`config.mk`:
```
export PLATFORM = sky130hd
export DESIGN_NAME = inst_queue
export DESIGN_NICKNAME = d
export VERILOG_FILES = /design/src/rtl/inst_queue.sv
export SDC_FILE = /design/constraint.sdc
export NUM_CORES = 1
export LEC_CHECK = 0
export ABC_AREA = 1
export CORE_ASPECT_RATIO = 0.5
export CORE_MARGIN = 5
export CORE_UTILIZATION = 57
export CTS_CLUSTER_DIAMETER = 200
export DETAILED_ROUTE_END_ITERATION = 8
export PLACE_DENSITY = 0.87
export SYNTH_ARGS = -nofsm -noshare
export SYNTH_HDL_FRONTEND = slang
export SYNTH_SLANG_ARGS = --single-unit
```
`constraint.sdc`:
```
create_clock -name clk -period 10.1 [get_ports clk]
set_clock_uncertainty 0.2 [all_clocks]
set_input_delay 2.02 -clock clk [delete_from_list [all_inputs] [get_ports clk]]
set_output_delay 2.02 -clock clk [all_outputs]
set_load 0.03 [all_outputs]
```
`src/rtl/inst_queue.sv`:
```
// Instruction queue between fetch and decode: circular FIFO of {pc, pc4, inst}
// with first-word fall-through head, synchronous flush and a refused-push pulse.
module inst_queue #(
   parameter int unsigned ADDR_WIDTH = 64,
   parameter int unsigned INST_WIDTH = 32,
   parameter int unsigned DEPTH      = 4
) (
   input  logic                       clk,
   input  logic                       reset,
   input  logic                       flush,
   input  logic                       in_valid,
   input  logic [ADDR_WIDTH-1:0]      in_pc,
   input  logic [ADDR_WIDTH-1:0]      in_pc4,
   input  logic [INST_WIDTH-1:0]      in_inst,
   output logic                       in_ready,
   output logic                       out_valid,
   input  logic                       out_ready,
   output logic [ADDR_WIDTH-1:0]      out_pc,
   output logic [ADDR_WIDTH-1:0]      out_pc4,
   output logic [INST_WIDTH-1:0]      out_inst,
   output logic [$clog2(DEPTH):0]     count,
   output logic                       empty,
   output logic                       full,
   output logic                       drop
);

   localparam int unsigned PTR_W   = $clog2(DEPTH);
   localparam int unsigned CNT_W   = PTR_W + 1;
   localparam int unsigned ENTRY_W = 2 * ADDR_WIDTH + INST_WIDTH;

   logic [ENTRY_W-1:0] mem_q [DEPTH];
   logic [PTR_W-1:0]   wr_ptr_q, wr_ptr_d;
   logic [PTR_W-1:0]   rd_ptr_q, rd_ptr_d;
   logic [CNT_W-1:0]   count_q, count_d;
   logic               drop_q, drop_d;
   logic               push_c, pop_c;
   logic [ENTRY_W-1:0] head_c;

   assign empty     = (count_q == '0);
   assign full      = (count_q == CNT_W'(DEPTH));
   assign in_ready  = !full;
   assign out_valid = !empty;
   assign count     = count_q;
   assign drop      = drop_q;

   assign push_c = in_valid && in_ready && !flush;
   assign pop_c  = out_valid && out_ready && !flush;

   // Head presented straight from storage; zeroed while empty so stale data never leaks.
   assign head_c   = empty ? '0 : mem_q[rd_ptr_q];
   assign out_pc   = head_c[ENTRY_W-1 -: ADDR_WIDTH];
   assign out_pc4  = head_c[INST_WIDTH +: ADDR_WIDTH];
   assign out_inst = head_c[INST_WIDTH-1:0];

   always_comb begin
      wr_ptr_d = wr_ptr_q;
      rd_ptr_d = rd_ptr_q;
      count_d  = count_q;
      drop_d   = in_valid && !in_ready && !flush;
      if (flush) begin
         wr_ptr_d = '0;
         rd_ptr_d = '0;
         count_d  = '0;
      end else begin
         // Power-of-two depth lets the pointers wrap by natural overflow.
         wr_ptr_d = wr_ptr_q + PTR_W'(push_c);
         rd_ptr_d = rd_ptr_q + PTR_W'(pop_c);
         count_d  = count_q + CNT_W'(push_c) - CNT_W'(pop_c);
      end
   end

   always_ff @(posedge clk or posedge reset) begin
      if (reset) begin
         wr_ptr_q <= '0;
         rd_ptr_q <= '0;
         count_q  <= '0;
         drop_q   <= 1'b0;
      end else begin
         wr_ptr_q <= wr_ptr_d;
         rd_ptr_q <= rd_ptr_d;
         count_q  <= count_d;
         drop_q   <= drop_d;
      end
   end

   // Storage is deliberately unreset; it is only visible through head_c when occupied.
   always_ff @(posedge clk) begin
      if (push_c) begin
         mem_q[wr_ptr_q] <= {in_pc, in_pc4, in_inst};
      end
   end

endmodule

```
# --- After elaboration in Yosys (flattened, before gate mapping) ---
# Memory sizes are Yosys's and may differ from the RTL's.
# Cells that the tools add are included.
op_classes:
  reduce_logical: 10
  n_eq_ne: 1
  n_addsub: 4
  mux: 6
op_table:
  columns: ["op", "count"]
  rows:
  - ["two-way mux 160 bit", 1]
  - ["logical AND 1 bit", 6]
  - ["adder 2 x 1 -> 2 bit", 2]
  - ["two-way mux 2 bit", 2]
  - ["adder 3 x 1 -> 3 bit", 1]
  - ["== test 3 bit, second input constant", 1]
  - ["zero test 1 bit", 3]
  - ["zero test 3 bit", 1]
  - ["two-way mux 3 bit", 1]
  - ["subtractor 3 x 1 -> 3 bit", 1]
  - ["two-way mux 1 bit", 2]
word_totals:
  word_cells: 26
  inputBits: 165
  ram_bits: 640
  n_memories: 1
  register_bits: 8
  out_inout_bits: 168
mem_list:
  columns: ["name", "depth", "width", "rd", "rd_clocked_by_memory_dff", "write_ports", "line_no", "rtl"]
  rows:
  - ["mem_q", 4, 160, 1, 0, 1, "31", "logic [ENTRY_W-1:0] mem_q [DEPTH];"]

# --- Longest topological paths before layout ---
# Gate-level depths: netlist of run 1.
logic_depth:
  word_depth: 7
  depth_mapped: 13
  depth_no_buf: 12

# --- Worst setup path after synthesis of run 1 ---
# No wires, ideal clock.
synth_path:
  path_kind: "input port to flip-flop"
  startpoint: "input flush"
  endpoint: "memory mem_q[0][0] (netlist name) (enable)"
  n_path_buf: 0
  setup_time_ps: 683
  t_required_ps: 9217
  t_arrival_ps: 8986
  path_stages: 3
  slack_ps: 231
  cell_sequence: "inv_1 > nand3_1 > nor2_1"
synth_between:
  elab_chain_len: 4
synth_rtl:
  columns: ["element", "line_no", "rtl"]
  rows:
  - ["start: declaration", "10", "input logic flush,"]
  - ["zero test 1 bit", "46", "assign push_c = in_valid && in_ready && !flush;"]
  - ["logical AND 1 bit", "46", null]
  - ["two-way mux 1 bit", "88", "if (push_c) begin"]
  - ["two-way mux 1 bit (not written as such)", "89", "mem_q[wr_ptr_q] <= {in_pc, in_pc4, in_inst};"]
  - ["end: declaration", "31", null]
# Every way passes these cells.

# --- Worst setup path after layout of run 1 ---
layout_path:
  startpoint: "register rd_ptr_q[0]"
  endpoint: "output out_pc[59]"
layout_between:
  elab_chain_len: 2
layout_rtl:
  columns: ["element", "line_no", "rtl"]
  rows:
  - ["start: declaration", "33", "logic [PTR_W-1:0] rd_ptr_q, rd_ptr_d;"]
  - ["start signal: assignment", "80", "rd_ptr_q <= rd_ptr_d;"]
  - ["memory (4 x 160 bit)", null, null]
  - ["two-way mux 160 bit", "50", "assign head_c = empty ? '0 : mem_q[rd_ptr_q];"]
  - ["end: declaration", "18", "output logic [ADDR_WIDTH-1:0] out_pc,"]
# Every way passes these cells.

==> results of run 1 <==
[cells in the final DEF (no fill, tap or decap), drive strengths merged, types with 18 or more instances in the layout]
master | synthesis | layout
nand3 | 322 | 322
clkdlybuf4s50 | 0 | 332
diode | 0 | 18
a21oi | 162 | 162
clkinv | 1 | 30
inv | 655 | 657
buf | 117 | 18
clkbuf | 6 | 68
nand2 | 650 | 650
edfxtp | 640 | 640
[cell usage after synthesis]
library cell | instances | area (um^2)
ha_1 | 4 | 50.1
nand2_2 | 141 | 882
xnor2_1 | 1 | 8.76
clkbuf_1 | 6 | 22.5
fa_1 | 1 | 20.0
nand3_1 | 181 | 906
buf_2 | 54 | 270
nor2_4 | 1 | 11.3
inv_1 | 652 | 2450
nand3_2 | 141 | 1410
dfrtp_1 | 8 | 200
inv_2 | 2 | 7.51
a21oi_2 | 140 | 1230
buf_4 | 9 | 67.6
nor2_1 | 13 | 48.8
o21ai_0 | 1 | 5.00
a21oi_1 | 22 | 110
buf_8 | 1 | 15.0
inv_4 | 1 | 6.26
buf_1 | 6 | 22.5
edfxtp_1 | 640 | 19200
clkinv_2 | 1 | 5.00
buf_6 | 47 | 529
nand2_1 | 509 | 1910
[cells by family after synthesis]
family | share of synthesized area, %
xor+xnor | 0.0298
fa+ha+maj | 0.238
buf+inv | 11.5
compound gates | 4.56
simple gates | 17.6
flops | 66.0
[power groups by stage]
stage	clock network, uW	logic (uW)	registers [uW]
2_1_floorplan	0	2050	3230
3_3_place_gp	0	3110	3210
3_5_place_dp	0	3150	3220
4_1_cts	2160	3180	3160
5_1_grt	2280	3320	3170
6_report	2130	3160	3160
[how the worst min path moves through the flow]
stage,end,cells after the start
after detailed placement,wr_ptr_q[1],2
after CTS,drop,2
after global routing,drop,2
after floorplan,wr_ptr_q[1],2
final,drop,2
after global placement,wr_ptr_q[1],2
[flip-flops by register name, indices dropped and copies added, names as in the netlist]
register  flops
wr_ptr_q      2
rd_ptr_q      2
mem_q       640
count         3
drop          1
[metrics by stage]
stage	area, um^2	hold WS, ps	cells	utilization, %	setup WS, ps
after floorplan	29400	342	2582	-	231
after global placement	32900	369	3499	64.9	4070
after detailed placement	32900	386	3499	64.9	4040
after CTS	34700	459	3603	68.5	3350
after global routing	34700	487	3621	68.6	3150
final	34700	472	3621	68.6	3280
[layout make-up]
| class | count | area (um^2) | share of cell area (%) |
|---|---|---|---|
| Antenna cell | 18 | 45.0 | 0.130 |
| Tap cell | 690 | 863 | 2.49 |
| Inverter | 656 | 2480 | 7.15 |
| Multi-Input combinational cell | 1155 | 6620 | 19.1 |
| Clock inverter | 36 | 310 | 0.893 |
| Timing Repair Buffer | 350 | 3500 | 10.1 |
| Clock buffer | 68 | 1490 | 4.29 |
| Sequential cell | 648 | 19400 | 55.9 |
[worst reg2reg max path, stage by stage (launching register included)]
cell and delay (ps):
dfrtp_1 450, nor2_1 70, nand2_1 120, nand3_1 380, nor2_4 210, buf_4 730, buf_4 820
[routing by layer]
metal,global-route usage [%],share of wire (%)
met2,44.1,54
met5,0,0
met1,26.0,36
met4,12.6,5.7
met3,3.47,4.7
==> results.yml, run 1 <==
status:
  outcome: "completed"
floorplan:
  core_um2: 50700
  initial_core_util_pct: 58.0
  ios: 333
  die_w_um: 331
  row_count: 58
  die_h_um: 171
  fp.dieArea_um2: 56500
logic_synthesis:
  synth-seq-cells: 648
  syn-num-nets: 2752
  syn_area_per_cell_um2: 11.4
  synthDistinctLibCells: 24
  yosysWarnings: 0
  seq_area_frac_synth_pct: 66.0
  syn_inst: 2582
  netlist_area_um2: 29400
critical_path:
  cp-start-kind: "register"
  crit_chain: "clkinv_8, buf_4, nand2_2, nand3_2, a21oi_2, clkdlybuf4s50_1"
  max_stage_delay_ps: 920
  crit_buf_inv: 3
  crit_cells: 6
  path_class: "register to primary output"
  cp.required_ps: 7880
  worstSetupEndpointType: "primary output"
  rrSetupSlack_ps: 6700
  r2r_start: "count[1]"
  arrival_ps: 4600
  r2r_cells: 6
  path_max_fanout: 158
  worstSetupEndpoint: "out_pc[59]"
  crit_start: "rd_ptr_q[0]"
  slowest_stage: "dfrtp_4"
  reg2reg_to: "mem_q[2][108]"
  critPathTopFamily: "buffers and inverters"
power_and_ir_drop:
  seqPwrFrac_pct: 37.4
  switching_share_pct: 36.6
  ir_worst_vdd_mv: 0.346
  p_switching_uw: 3100
  power_density_nw_per_um2: 244
  p_int_uw: 5360
  total_power_uw: 8460
  combinationalPowerShare_pct: 37.4
  power.share.clock_pct: 25.2
  leakage_uw: 0.0145
placement:
  port_buffers: 332
  hpwl_um: 39300
  place_congestion: 0.788
sta:
  max_freq_ghz: 0.147
  hold_violations: 0
  fin_crit_ps: 6820
  fin_setup_tns_ps: 0
  fin_crit_sh_pct: 67.5
  finalSetupViolations: 0
  tightest_slew_ps: 1110
  rsz0062_at_grt: "false"
  timing.slew.headroom_pct: 25.7
  finalMaxSlewViolations: 0
global_routing:
  gr-total-overflow: 0
  grt_max_degree: 161
  grt.total_usage_pct: 23.5
  grt_pass1_vias: 19096
  grt_pass1_wl_um: 104000
  antenna_found_initial: 18
clocking:
  clkTransAtPathRegs_ps: 70
  htree_levels: 2
  cts_tree: "built"
  cts_sinks: 648
  numCtsBuffers: 56
  clkLatencyLatePin_ps: 590
  cts_hold_buf: 0
  cts_resized: 0
  max-clock-path-buffers: 3
  cts_root_buffer: "clkbuf_16"
  postCtsSetupBuffers: 0
drt:
  first_pass_iters: 5
  routed_via_density: 5.18
  wl_um: 67700
  antenna_left: 0
  route.vias.total: 18754
  drc_errors: 0
  first_iter_violations: 1590
  wl_per_cell_um: 18.7
final_layout:
  drive_gt1_share_pct: 18.3
  fill_cells: 3359
  final_nets: 3037
  syn2layout_area_growth_pct: 18.1
min_path:
  hold_path.startpoint: "count[2]"
  hp-class: "register to register"
job:
  drv_cap: 0
Note: power is estimated with default switching activity, not from simulation.
==> inputs of run 2 (changes only) <==
==> constraint.sdc (replaced) <==
create_clock -name clk -period 6.8 [get_ports clk]
set_clock_uncertainty 0.2 [all_clocks]
set_input_delay 1.36 -clock clk [delete_from_list [all_inputs] [get_ports clk]]
set_output_delay 1.36 -clock clk [all_outputs]
set_load 0.03 [all_outputs]
==> results.yml, run 2 (synthesized netlist as in run 1, its figures left out) <==
final_layout:
  regMostFlops: "mem_q"
  drive_gt1_share_pct: 18.4
  largest_reg_flops: 640
  layout_commonest_cell: "inv_1"
  final_nets: 3040
  fill_cells: 3306
  syn2layout_area_growth_pct: 18.7
  utilization_pct: 68.9
  mostFrequentLayoutCells: "652 x inv_1, 640 x edfxtp_1, 509 x nand2_1"
  multiInputGateArea_um2: 6620
  seqCellArea_um2: 19400
power_and_ir_drop:
  total_power_uw: 12700
  leakage_uw: 0.0146
  ir_worst_vdd_mv: 0.631
  power_density_nw_per_um2: 363
placement:
  place_congestion: 0.812
  dp_slack_ps: 2010
  hpwl_um: 38700
  port_buffers: 332
clocking:
  cts_tree: "built"
  clkTransAtPathRegs_ps: 70
  numCtsBuffers: 55
  htree_levels: 2
  postCtsSetupBuffers: 0
  max-clock-path-buffers: 3
  clkLatencyLatePin_ps: 590
  cts_root_buffer: "clkbuf_16"
  cts_resized: 0
  cts_hold_buf: 0
  cts_sinks: 648
job:
  drv_cap: 0
floorplan:
  die_h_um: 171
  fp.dieArea_um2: 56500
  row_count: 58
  die_w_um: 331
  core_um2: 50700
  ios: 333
  initial_core_util_pct: 58.0
sta:
  finalMaxSlewViolations: 0
  hold_violations: 0
  worst_slack_ps: 1380
  max_freq_ghz: 0.185
  timing.slew.headroom_pct: 29.3
  fin_crit_sh_pct: 79.6
  tightest_slew_ps: 1060
  finalSetupViolations: 0
  rsz0062_at_grt: "false"
  fin_crit_ps: 5420
drt:
  wl_um: 67400
  first_pass_iters: 5
  first_iter_violations: 1438
  routed_via_density: 5.15
  route.vias.total: 18637
  wl_per_cell_um: 18.6
  antenna_left: 0
  drc_errors: 0
min_path:
  hold_depth: 2
  hp-class: "register to register"
global_routing:
  antenna_found_initial: 19
  grt_pass1_vias: 19348
  grt_pass1_wl_um: 103000
  grt_max_degree: 212
  grt.total_usage_pct: 23.4
  gr-total-overflow: 0
critical_path:
  worstSetupEndpointType: "primary output"
  path_class: "register to primary output"
  r2r_cells: 13
  cp.required_ps: 5240
  path_max_fanout: 140
  arrival_ps: 3860
  cp-start-kind: "register"
status:
  outcome: "completed"
## run 2: cell count changes in the layout (fill, tap and decap cells not counted)
cell        before  now
clkbuf_1        10    5
clkinv_1        13   14
clkinv_2        15   12
buf_12           3   11
clkinvlp_4       0    1
inv_8            2    1
diode_2         18   20
buf_4           15   11
bufinv_16        5    9
clkbuf_16       58   56
## run 2: where the power goes
part / switching [uW] / internal (uW)
sequential: 81.0 / 4600
clock: 1400 / 1840
combinational: 3130 / 1620
total: 4600 / 8060
## run 2: critical path, stage by stage, from the launching register on
cell             delay, ps
dfrtp_4                760
clkinv_8               630
buf_12                 560
nand2_2                170
nand3_2                120
a21oi_2                200
clkdlybuf4s50_1        750
## run 2: final timing paths
| kind | to | startpoint | slack (ps) |
|---|---|---|---|
| hold / removal | wr_ptr_q[1] | wr_ptr_q[1] | 460 |
| max in group asynchronous | rd_ptr_q[0] | reset | 5200 |
| setup / recovery | out_pc[11] | rd_ptr_q[0] | 1380 |
| min in group asynchronous | rd_ptr_q[1] | reset | 880 |
| setup reg to reg | count[2] | count[1] | 3690 |
| hold reg to reg | wr_ptr_q[1] | wr_ptr_q[1] | 460 |
## run 2: cell type report
| class | count | share of cell area, % |
|---|---|---|
| sequential | 648 | 55.7 |
| multi-input combinational | 1155 | 19.0 |
| timing repair buffer | 354 | 10.4 |
| inverter | 656 | 7.11 |
| clock buffer | 61 | 4.07 |
| tap | 690 | 2.47 |
| clock inverter | 38 | 1.19 |
| antenna | 20 | 0.143 |
## run 2: layer usage
metal / vias up / wire length (um) / GRT usage, %
li1: 8779 / - / -
met5: - / 0 / 0
met2: 598 / 36300 / 43.8
met3: 191 / 3350 / 3.22
met4: 0 / 3730 / 13.3
met1: 9069 / 24100 / 25.9
## run 2: through the flow
stage,area (um^2),instances,hold WS [ps],TNS (ps)
4_1_cts,34900,3602,463,0
3_3_place_gp,33000,3503,368,0
3_5_place_dp,33000,3503,391,0
2_1_floorplan,29400,2582,342,-1541450
5_1_grt,34900,3622,485,0
6_report,34900,3622,465,0
